$ cat src/rtl/pipeline_hazard_ctrl_pkg.sv
// Shared opcodes, FSM encoding and control-vector constants for the hazard sequencer.
// Pure definitions: no logic, no latency.
package pipeline_hazard_ctrl_pkg;

    localparam int XLEN = 32;

    localparam logic [6:0] OPC_LOAD   = 7'h03;
    localparam logic [6:0] OPC_OP_IMM = 7'h13;
    localparam logic [6:0] OPC_AUIPC  = 7'h17;
    localparam logic [6:0] OPC_STORE  = 7'h23;
    localparam logic [6:0] OPC_OP     = 7'h33;
    localparam logic [6:0] OPC_LUI    = 7'h37;
    localparam logic [6:0] OPC_BRANCH = 7'h63;
    localparam logic [6:0] OPC_JALR   = 7'h67;
    localparam logic [6:0] OPC_JAL    = 7'h6f;

    localparam logic [31:0] NOP_INSTR = 32'h0000_0013;

    typedef enum logic [1:0] {
        HZ_RUN = 2'd0,
        HZ_LU  = 2'd1,
        HZ_MW  = 2'd2
    } hz_state_t;

    typedef struct packed {
        logic hold_pc;
        logic hold_if_id;
        logic hold_id_ex;
        logic hold_ex_mem;
        logic bubble_id_ex;
        logic bubble_mem_wb;
        logic flush_if_id;
    } hz_ctl_t;

    localparam hz_ctl_t CTL_IDLE  = 7'b000_0000;
    localparam hz_ctl_t CTL_MW    = 7'b111_1010;
    localparam hz_ctl_t CTL_FLUSH = 7'b000_0101;
    localparam hz_ctl_t CTL_LU    = 7'b110_0100;

    function automatic logic reads_rs1(input logic [6:0] opc);
        return (opc == OPC_OP) || (opc == OPC_OP_IMM) || (opc == OPC_LOAD) ||
               (opc == OPC_STORE) || (opc == OPC_BRANCH) || (opc == OPC_JALR);
    endfunction

    function automatic logic reads_rs2(input logic [6:0] opc);
        return (opc == OPC_OP) || (opc == OPC_STORE) || (opc == OPC_BRANCH);
    endfunction

endpackage

$ cat src/rtl/pipeline_hazard_ctrl_load_use_detect.sv
// Combinational load-use detector: ID/EX load whose rd feeds a source read by the IF/ID instruction.
// Zero latency; no handshake.
module load_use_detect
    import pipeline_hazard_ctrl_pkg::*;
#(
    parameter int XLEN = 32
) (
    input  logic [XLEN-1:0] if_id_instr,
    input  logic [XLEN-1:0] id_ex_instr,
    output logic            lu_hit
);

    logic [6:0] prod_opc;
    logic [6:0] cons_opc;
    logic [4:0] prod_rd;
    logic [4:0] cons_rs1;
    logic [4:0] cons_rs2;
    logic       rs1_hit;
    logic       rs2_hit;
    logic       unused_bits;

    assign prod_opc = id_ex_instr[6:0];
    assign prod_rd  = id_ex_instr[11:7];
    assign cons_opc = if_id_instr[6:0];
    assign cons_rs1 = if_id_instr[19:15];
    assign cons_rs2 = if_id_instr[24:20];

    // LUI/AUIPC/JAL fall out of both read sets, so they never match.
    assign rs1_hit = reads_rs1(cons_opc) && (cons_rs1 == prod_rd);
    assign rs2_hit = reads_rs2(cons_opc) && (cons_rs2 == prod_rd);

    assign lu_hit = (prod_opc == OPC_LOAD) && (prod_rd != 5'd0) && (rs1_hit || rs2_hit);

    assign unused_bits = ^{if_id_instr[XLEN-1:25], if_id_instr[14:7], id_ex_instr[XLEN-1:12]};

endmodule

$ cat src/rtl/pipeline_hazard_ctrl.sv
// Stall/flush sequencer for the 5-stage pipeline: Mealy hold/bubble/flush controls plus perf counters.
// Controls act in the detect cycle; memory waits freeze PC..EX/MEM until ack.
module pipeline_hazard_ctrl
    import pipeline_hazard_ctrl_pkg::*;
#(
    parameter int XLEN     = 32,
    parameter int LU_STALL = 1,
    parameter int CNT_W    = 16
) (
    input  logic             i_clk,
    input  logic             i_rst,
    input  logic [XLEN-1:0]  i_if_id_instr,
    input  logic [XLEN-1:0]  i_id_ex_instr,
    input  logic             i_taken_branch,
    input  logic             i_dmem_req,
    input  logic             i_dmem_ack,
    output logic             o_hold_pc,
    output logic             o_hold_if_id,
    output logic             o_hold_id_ex,
    output logic             o_hold_ex_mem,
    output logic             o_bubble_id_ex,
    output logic             o_bubble_mem_wb,
    output logic             o_flush_if_id,
    output logic [1:0]       o_state,
    output logic [CNT_W-1:0] o_stall_cnt,
    output logic [CNT_W-1:0] o_flush_cnt
);

    localparam int LU_W = (LU_STALL > 1) ? $clog2(LU_STALL + 1) : 1;
    localparam logic [LU_W-1:0] LU_INIT = LU_W'(LU_STALL - 1);

    hz_state_t        state_q;
    hz_state_t        state_d;
    logic [LU_W-1:0]  lu_cnt_q;
    logic [LU_W-1:0]  lu_cnt_d;
    logic [CNT_W-1:0] stall_cnt_q;
    logic [CNT_W-1:0] flush_cnt_q;
    logic             lu_hit;
    logic             mw_hit;
    logic             lu_enter;
    hz_ctl_t          ctl;

    load_use_detect #(
        .XLEN(XLEN)
    ) u_load_use_detect (
        .if_id_instr(i_if_id_instr),
        .id_ex_instr(i_id_ex_instr),
        .lu_hit     (lu_hit)
    );

    assign mw_hit   = i_dmem_req & ~i_dmem_ack;
    // A flushed consumer never needs the multi-cycle stall.
    assign lu_enter = ~i_taken_branch & lu_hit & (LU_STALL > 1);

    always_ff @(posedge i_clk) begin
        if (i_rst) begin
            state_q  <= HZ_RUN;
            lu_cnt_q <= '0;
        end else begin
            state_q  <= state_d;
            lu_cnt_q <= lu_cnt_d;
        end
    end

    always_comb begin
        state_d  = state_q;
        lu_cnt_d = lu_cnt_q;
        case (state_q)
            HZ_RUN: begin
                if (mw_hit) begin
                    state_d = HZ_MW;
                end else if (lu_enter) begin
                    state_d  = HZ_LU;
                    lu_cnt_d = LU_INIT;
                end
            end
            HZ_LU: begin
                if (mw_hit) begin
                    state_d = HZ_MW;
                end else begin
                    lu_cnt_d = lu_cnt_q - LU_W'(1);
                    if (lu_cnt_q <= LU_W'(1)) begin
                        state_d = HZ_RUN;
                    end
                end
            end
            HZ_MW: begin
                // lu_cnt survives the wait so an interrupted load-use stall resumes.
                if (i_dmem_ack) begin
                    if (lu_cnt_q != '0) begin
                        state_d = HZ_LU;
                    end else if (lu_enter) begin
                        state_d  = HZ_LU;
                        lu_cnt_d = LU_INIT;
                    end else begin
                        state_d = HZ_RUN;
                    end
                end
            end
            default: begin
                state_d  = HZ_RUN;
                lu_cnt_d = '0;
            end
        endcase
    end

    always_comb begin
        ctl = CTL_IDLE;
        case (state_q)
            HZ_RUN: begin
                if (mw_hit)              ctl = CTL_MW;
                else if (i_taken_branch) ctl = CTL_FLUSH;
                else if (lu_hit)         ctl = CTL_LU;
            end
            HZ_LU: begin
                ctl = mw_hit ? CTL_MW : CTL_LU;
            end
            HZ_MW: begin
                if (!i_dmem_ack)         ctl = CTL_MW;
                else if (i_taken_branch) ctl = CTL_FLUSH;
                else if (lu_hit)         ctl = CTL_LU;
            end
            default: ctl = CTL_IDLE;
        endcase
        if (i_rst) begin
            ctl = CTL_IDLE;
        end
    end

    always_ff @(posedge i_clk) begin
        if (i_rst) begin
            stall_cnt_q <= '0;
            flush_cnt_q <= '0;
        end else begin
            if (ctl.hold_pc && (stall_cnt_q != '1)) begin
                stall_cnt_q <= stall_cnt_q + CNT_W'(1);
            end
            if (ctl.flush_if_id && (flush_cnt_q != '1)) begin
                flush_cnt_q <= flush_cnt_q + CNT_W'(1);
            end
        end
    end

    assign o_hold_pc       = ctl.hold_pc;
    assign o_hold_if_id    = ctl.hold_if_id;
    assign o_hold_id_ex    = ctl.hold_id_ex;
    assign o_hold_ex_mem   = ctl.hold_ex_mem;
    assign o_bubble_id_ex  = ctl.bubble_id_ex;
    assign o_bubble_mem_wb = ctl.bubble_mem_wb;
    assign o_flush_if_id   = ctl.flush_if_id;
    assign o_state         = state_q;
    assign o_stall_cnt     = stall_cnt_q;
    assign o_flush_cnt     = flush_cnt_q;

endmodule

$ cat config.mk
export PLATFORM = sky130hd
export DESIGN_NAME = pipeline_hazard_ctrl
export DESIGN_NICKNAME = d
export VERILOG_FILES = /design/src/rtl/pipeline_hazard_ctrl_pkg.sv /design/src/rtl/pipeline_hazard_ctrl_load_use_detect.sv /design/src/rtl/pipeline_hazard_ctrl.sv
export SDC_FILE = /design/constraint.sdc
export NUM_CORES = 1
export LEC_CHECK = 0
export ABC_CLOCK_PERIOD_IN_PS = 2550
export CORE_MARGIN = 2
export CORE_UTILIZATION = 39
export CTS_CLUSTER_DIAMETER = 200
export DETAILED_ROUTE_END_ITERATION = 8
export PLACE_DENSITY = 0.81
export SKIP_LAST_GASP = 1
export SYNTH_ARGS = -nofsm -noshare
export SYNTH_HDL_FRONTEND = slang
export SYNTH_SLANG_ARGS = --single-unit
export TNS_END_PERCENT = 10
$ cat constraint.sdc
create_clock -name i_clk -period 2.55 [get_ports i_clk]
set_input_delay 0.3825 -clock i_clk [delete_from_list [all_inputs] [get_ports i_clk]]
set_output_delay 0.3825 -clock i_clk [all_outputs]
set_load 0.01 [all_outputs]
# Word level (Yosys, flattened, before mapping)
# Index checks and enable logic that the tools add are counted.
[word_totals]
register_bits = 35
input_bits = 69
out_inout_bits = 41
wordCells = 63
[classes]
add_sub_neg = 3
magnitude_cmp = 1
n_eq_ne = 17
n_mux = 17
bitwise = 3
n_reduce_logical = 18
[ops]
columns = ["operator", "count"]
rows = [
  ["2-to-1 mux 7 bit", 5],
  ["adder 16 x 1 -> 16 bit (second input constant)", 2],
  ["inequality test 16 bit (second input constant)", 2],
  ["one-hot mux 7 bit (3 select lines)", 1],
  ["== test 7 x 2 -> 1 bit (second input constant)", 2],
  ["== test 7 x 6 -> 1 bit (second input constant)", 2],
  ["== test 7 bit (second input constant)", 2],
  ["== test 5 bit", 2],
  ["logical OR 1 bit", 8],
  ["2-to-1 mux 2 bit", 4],
  ["== test 7 x 5 -> 1 bit (second input constant)", 1],
  ["logical AND 1 bit", 6],
  ["inequality test 2 bit (second input constant)", 3],
  ["one-hot mux 2 bit (3 select lines)", 1],
  ["AND reduction 3 bit", 2],
  ["2-to-1 mux 5 bit", 1],
  ["nonzero test 5 bit", 1],
  ["2-to-1 mux 1 bit", 4],
  ["inequality test 3 bit (second input constant)", 1],
  ["one-hot mux 1 bit (3 select lines)", 1],
  ["== test 2 x 1 -> 1 bit (second input constant)", 1],
  ["== test 2 bit (second input constant)", 1],
  ["zero test 2 bit", 1],
  ["inverter 1 bit", 2],
  ["other kinds (3)", 3],
]

# Longest topological paths before layout
[logic_depth]
ltp_word = 15
ltp_mapped = 8
depth_no_buf = 6

# By module
# Synthesis repeated with hierarchy kept, for this count alone.
[hier_totals]
cells_unflattened = 243
hier_area_um2 = 2043.2
[by_module_without_submodules]
columns = ["mod", "n_inst", "cells_per_inst", "area_each_um2", "seq_area_each_um2"]
rows = [
  ["pipeline_hazard_ctrl", 1, 220, 1858.0, 700.7],
  ["load_use_detect", 1, 23, 185.2, 0.0],
]

# Worst setup path after synthesis
# No wires, ideal clock.
[synth_timing]
path_kind = "input-to-output"
start = "input port i_id_ex_instr[8]"
end = "output port o_hold_pc"
arrival_ns = 1.874
required_time_ns = 2.168
slack_ns = 0.293
stages = 8
n_path_buf = 3
path_cell_list = "or4_1 > o21ba_2 > nand4_1 > o21a_1 > buf_6 > buf_4 > nor2_1 > buf_4"
[synth_via]
elab_chain_cells = 9
word_cells_on_any_way = 14
cone_classes = "eq/ne (2); mux (6); reduce/logical (6)"
[synth_lines]
columns = ["item", "line_no", "rtl"]
rows = [
  ["from (decl)", "pipeline_hazard_ctrl.sv:13", "input logic [XLEN-1:0] i_id_ex_instr,"],
  ["== test 5 bit, on equally long branches", "pipeline_hazard_ctrl_load_use_detect.sv:29, pipeline_hazard_ctrl_load_use_detect.sv:30", ""],
  ["logical AND 1 bit, on equally long branches", "pipeline_hazard_ctrl_load_use_detect.sv:29, pipeline_hazard_ctrl_load_use_detect.sv:30", ""],
  ["logical OR 1 bit", "pipeline_hazard_ctrl_load_use_detect.sv:32", "assign lu_hit = (prod_opc == OPC_LOAD) && (prod_rd != 5'd0) && (rs1_hit || rs2_hit);"],
  ["logical AND 1 bit (*)", "pipeline_hazard_ctrl_load_use_detect.sv:32", ""],
  ["2-to-1 mux 7 bit (*)", "pipeline_hazard_ctrl.sv:113, pipeline_hazard_ctrl.sv:121", ""],
  ["2-to-1 mux 7 bit (*)", "pipeline_hazard_ctrl.sv:112", "else if (i_taken_branch) ctl = CTL_FLUSH;"],
  ["2-to-1 mux 7 bit, on equally long branches", "pipeline_hazard_ctrl.sv:119, pipeline_hazard_ctrl.sv:111", ""],
  ["one-hot mux 7 bit (3 select lines) (*)", "pipeline_hazard_ctrl.sv:109", "case (state_q)"],
  ["2-to-1 mux 7 bit (*)", "pipeline_hazard_ctrl.sv:125", "if (i_rst) begin"],
  ["to (decl)", "pipeline_hazard_ctrl.sv:17", "output logic o_hold_pc,"],
]
# Every way passes the cells marked *; elsewhere a longest branch is shown, timed or not.

# Final worst setup path
[layout_timing]
start = "input port i_id_ex_instr[11]"
end = "output port o_hold_if_id"
[layout_via]
elab_chain_cells = 9
word_cells_on_any_way = 14
cone_classes = "eq/ne (2); mux (6); reduce/logical (6)"
[layout_lines]
columns = ["item", "line_no", "rtl"]
rows = [
  ["== test 5 bit, on equally long branches", "pipeline_hazard_ctrl_load_use_detect.sv:29, pipeline_hazard_ctrl_load_use_detect.sv:30", ""],
  ["logical AND 1 bit, on equally long branches", "pipeline_hazard_ctrl_load_use_detect.sv:29, pipeline_hazard_ctrl_load_use_detect.sv:30", ""],
  ["logical OR 1 bit", "pipeline_hazard_ctrl_load_use_detect.sv:32", ""],
  ["logical AND 1 bit (*)", "pipeline_hazard_ctrl_load_use_detect.sv:32", ""],
  ["2-to-1 mux 7 bit (*)", "pipeline_hazard_ctrl.sv:113, pipeline_hazard_ctrl.sv:121", ""],
  ["2-to-1 mux 7 bit (*)", "pipeline_hazard_ctrl.sv:112", ""],
  ["2-to-1 mux 7 bit, on equally long branches", "pipeline_hazard_ctrl.sv:119, pipeline_hazard_ctrl.sv:111", ""],
  ["one-hot mux 7 bit (3 select lines) (*)", "pipeline_hazard_ctrl.sv:109", ""],
  ["2-to-1 mux 7 bit (*)", "pipeline_hazard_ctrl.sv:125", ""],
  ["to (decl)", "pipeline_hazard_ctrl.sv:18", "output logic o_hold_if_id,"],
]
# Marked as above.

==> results.cfg <==
[detailed_routing]
wl_per_cell_um = 13.20
wirelength_mm = 5.120
num_vias = 2054
drcViolationCount = 0
drtIter0Drc = 114
via_per_inst = 5.294
postRouteAntennaNets = 0
dr.pass1.iters = 4

[yosys]
async_flop_share_pct = 0
syn_area_um2 = 1981
yosysMostFrequentCell = dfxtp_1
ys_ff_latch = 35
ys_types = 42
synth_area_leaders = dfxtp_1, xor2_1, nor2_1
synth_commonest_cells = dfxtp_1, nor2_1, xor2_1
synth_fp_nets = 308
netlist_instances = 237
synth.top_cell.area_share_pct = 35.38
synth_top_area_cell = dfxtp_1
synth_edf_count = 0
syn_area_per_cell_um2 = 8.357
yosys_warnings = 0
ys_seq_area_share_pct = 35.38
synth-main-ff-cell = dfxtp_1

[power]
p_clk_share_pct = 35.6
vdd_drop_max_mv = 0.2979
power_density_nw_per_um2 = 378.5
pwr-share-seq_pct = 49.9
internal_power_uw = 828.6
power_uw = 1112
leakage_uw = 0.001059
switchingPower_uw = 283.3
sw_frac_of_total_pct = 25.48
comb_power_share_pct = 14.4

[die]
io_pins = 110
start_util_pct = 41.12
dieArea_um2 = 5665
num_rows = 25
die_x_um = 75.27
coreArea_um2 = 4817
die_h_um = 75.27

[placed_design]
place_hpwl_mm = 3.819
numPortBuffers = 74
gp_congestion = 0.7692

[grt]
grt_use_total_pct = 18.27
antenna_found_initial = 0
grt_start_max_net_pins = 23
grt_pass1_vias = 1878
gr-total-overflow = 0
grt_pass1_wl_mm = 8.031

[timing]
relSlewSlack_pct = 69.39
max_clock_freq_mhz = 405.1
period_minus_slack_ns = 2.469
drv_slew = 0
tightest_slew_ns = 0.4553
fin_skew_ns = 0.007172
hold_viol_final = 0
fin_crit_sh_pct = 96.81
rsz0062_at_grt = true
setup_viol = 0

[setup_path]
crit_arrival_ns = 2.09
critPathMaxFanout = 3
startpoint_type = primary input
worst_ep_required_time_ns = 2.17
path_class = in -> out
cp-end-kind = primary output

[clock_tree]
cts_sinks = 35
cts.reportedPaths.clkPinSlew_ns = 0.07
clockBufferDepth = 2
clockRootBuffer = clkbuf_8
numCtsBuffers = 5
clock_latency_ns = 0.29
htree_levels = 2
cts_tree = done

[layout]
final_util_pct = 60.99
layout-drive-gt1-share_pct = 11.53
fin_nets = 391
n_antenna_cell = 0
area_growth_pct = 48.33

[outcome]
outcome = finished clean

[hold_path]
hold_class = reg -> reg

[job]
cap_violations = 0
==> stage by stage <==
step                      hold WS (ns)  setup slack (ns)  setup TNS (ns)  std cells  instance area, um^2
after floorplan                 0.4267            0.2934               0        237                 1981
final                           0.4644           0.08132               0        388                 2938
after global placement          0.4416           -0.2283          -1.038        380                 2844
after CTS                       0.4653           0.01835               0        388                 2935
after global routing            0.4849          -0.01323        -0.02165        388                 2938
after detailed placement        0.4495           -0.2726          -1.363        380                 2844
==> kinds of logic after synthesis <==
group                      Yosys count  synth area share [%]
xor gates and xnor gates            22                 9.729
AOI/OAI and AO/OA                   40                 13.71
muxes                                8                 4.359
and+or+nand+nor                    111                 30.70
adders and majority gates            2                 1.263
DFF                                 35                 35.38
buffers and inverters               19                 4.864
==> cell usage in the layout (no fill, tap or decap), drive strengths merged, types with 2 or more instances in the layout <==
master,netlist,routed
clkdlybuf4s50,0,68
dfxtp,35,35
nor2,26,26
xor2,20,20
nand3,18,18
nand2,16,16
buf,8,15
a21oi,11,11
o21ai,9,9
nor2b,8,8
nor4,8,8
inv,6,6
o31ai,6,6
or4,6,6
nand4,5,5
and4,5,5
mux2,5,5
clkbuf,5,5
dlygate4sd2,0,5
nor3,5,5
and3,4,4
mux2i,3,3
or3,3,3
clkinv,0,3
o311ai,3,3
nor4b,2,2
and2,2,2
o21ba,2,2
o41ai,2,2
a211oi,2,2
xnor2,2,2
ha,2,2
==> critical path: stages <==
cell	delay (ns)
clkdlybuf4s50_1	0.46
xor2_1	0.20
nor4_2	0.30
a22oi_2	0.14
o21a_1	0.21
nor2_1	0.11
dlygate4sd2_1	0.29
==> metal layers <==
layer  track usage (%)  routed length (um)
met1             22.56                2315
met2             30.60                2358
met3             5.087                 368
met4             6.433                  78
met5                 0                   0
==> registers in the layout, summed over array words and instances (netlist names) <==
| signal | cells |
|---|---|
| lu_cnt_q | 1 |
| o_stall_cnt | 16 |
| o_state | 2 |
| o_flush_cnt | 16 |
==> final timing paths <==
| kind | startpoint | slack, ns | depth (start not counted) | endpoint |
|---|---|---|---|---|
| worst max-delay path | i_id_ex_instr[11] | 0.08 | 7 | o_hold_if_id |
| worst min-delay path | lu_cnt_q | 0.46 | 2 | o_state[0] |
| worst max register to register | o_stall_cnt[4] | 0.54 | 6 | o_stall_cnt[11] |
| worst min register to register | lu_cnt_q | 0.46 | 2 | o_state[0] |
==> layout make-up <==
class / count / area (um^2)
clock buffer: 5 / 68.82
clock inverter: 3 / 15.01
fill: 456 / 1879
tap: 67 / 83.83
sequential: 35 / 700.7
multi-input combinational: 183 / 1197
timing repair buffer: 89 / 849.6
inverter: 6 / 22.52
==> power groups by stage <==
stage                     Sequential (uW)  Clock (uW)  Combinational (uW)
after detailed placement              568           0                 161
after global routing                  556         422                 174
after global placement                568           0                 159
after floorplan                       568           0                66.5
final                                 555         396                 161
after CTS                             555         401                 161
==> what timing repair did <==
action	4_1_cts	5_1_grt
buffers inserted	0	0
gates cloned	0	0
hold buffers	0	0
pin swaps	0	1
gates resized for setup	8	1
endpoints found under the setup margin	3	3
No activity file was read; power rests on OpenSTA's default activity.
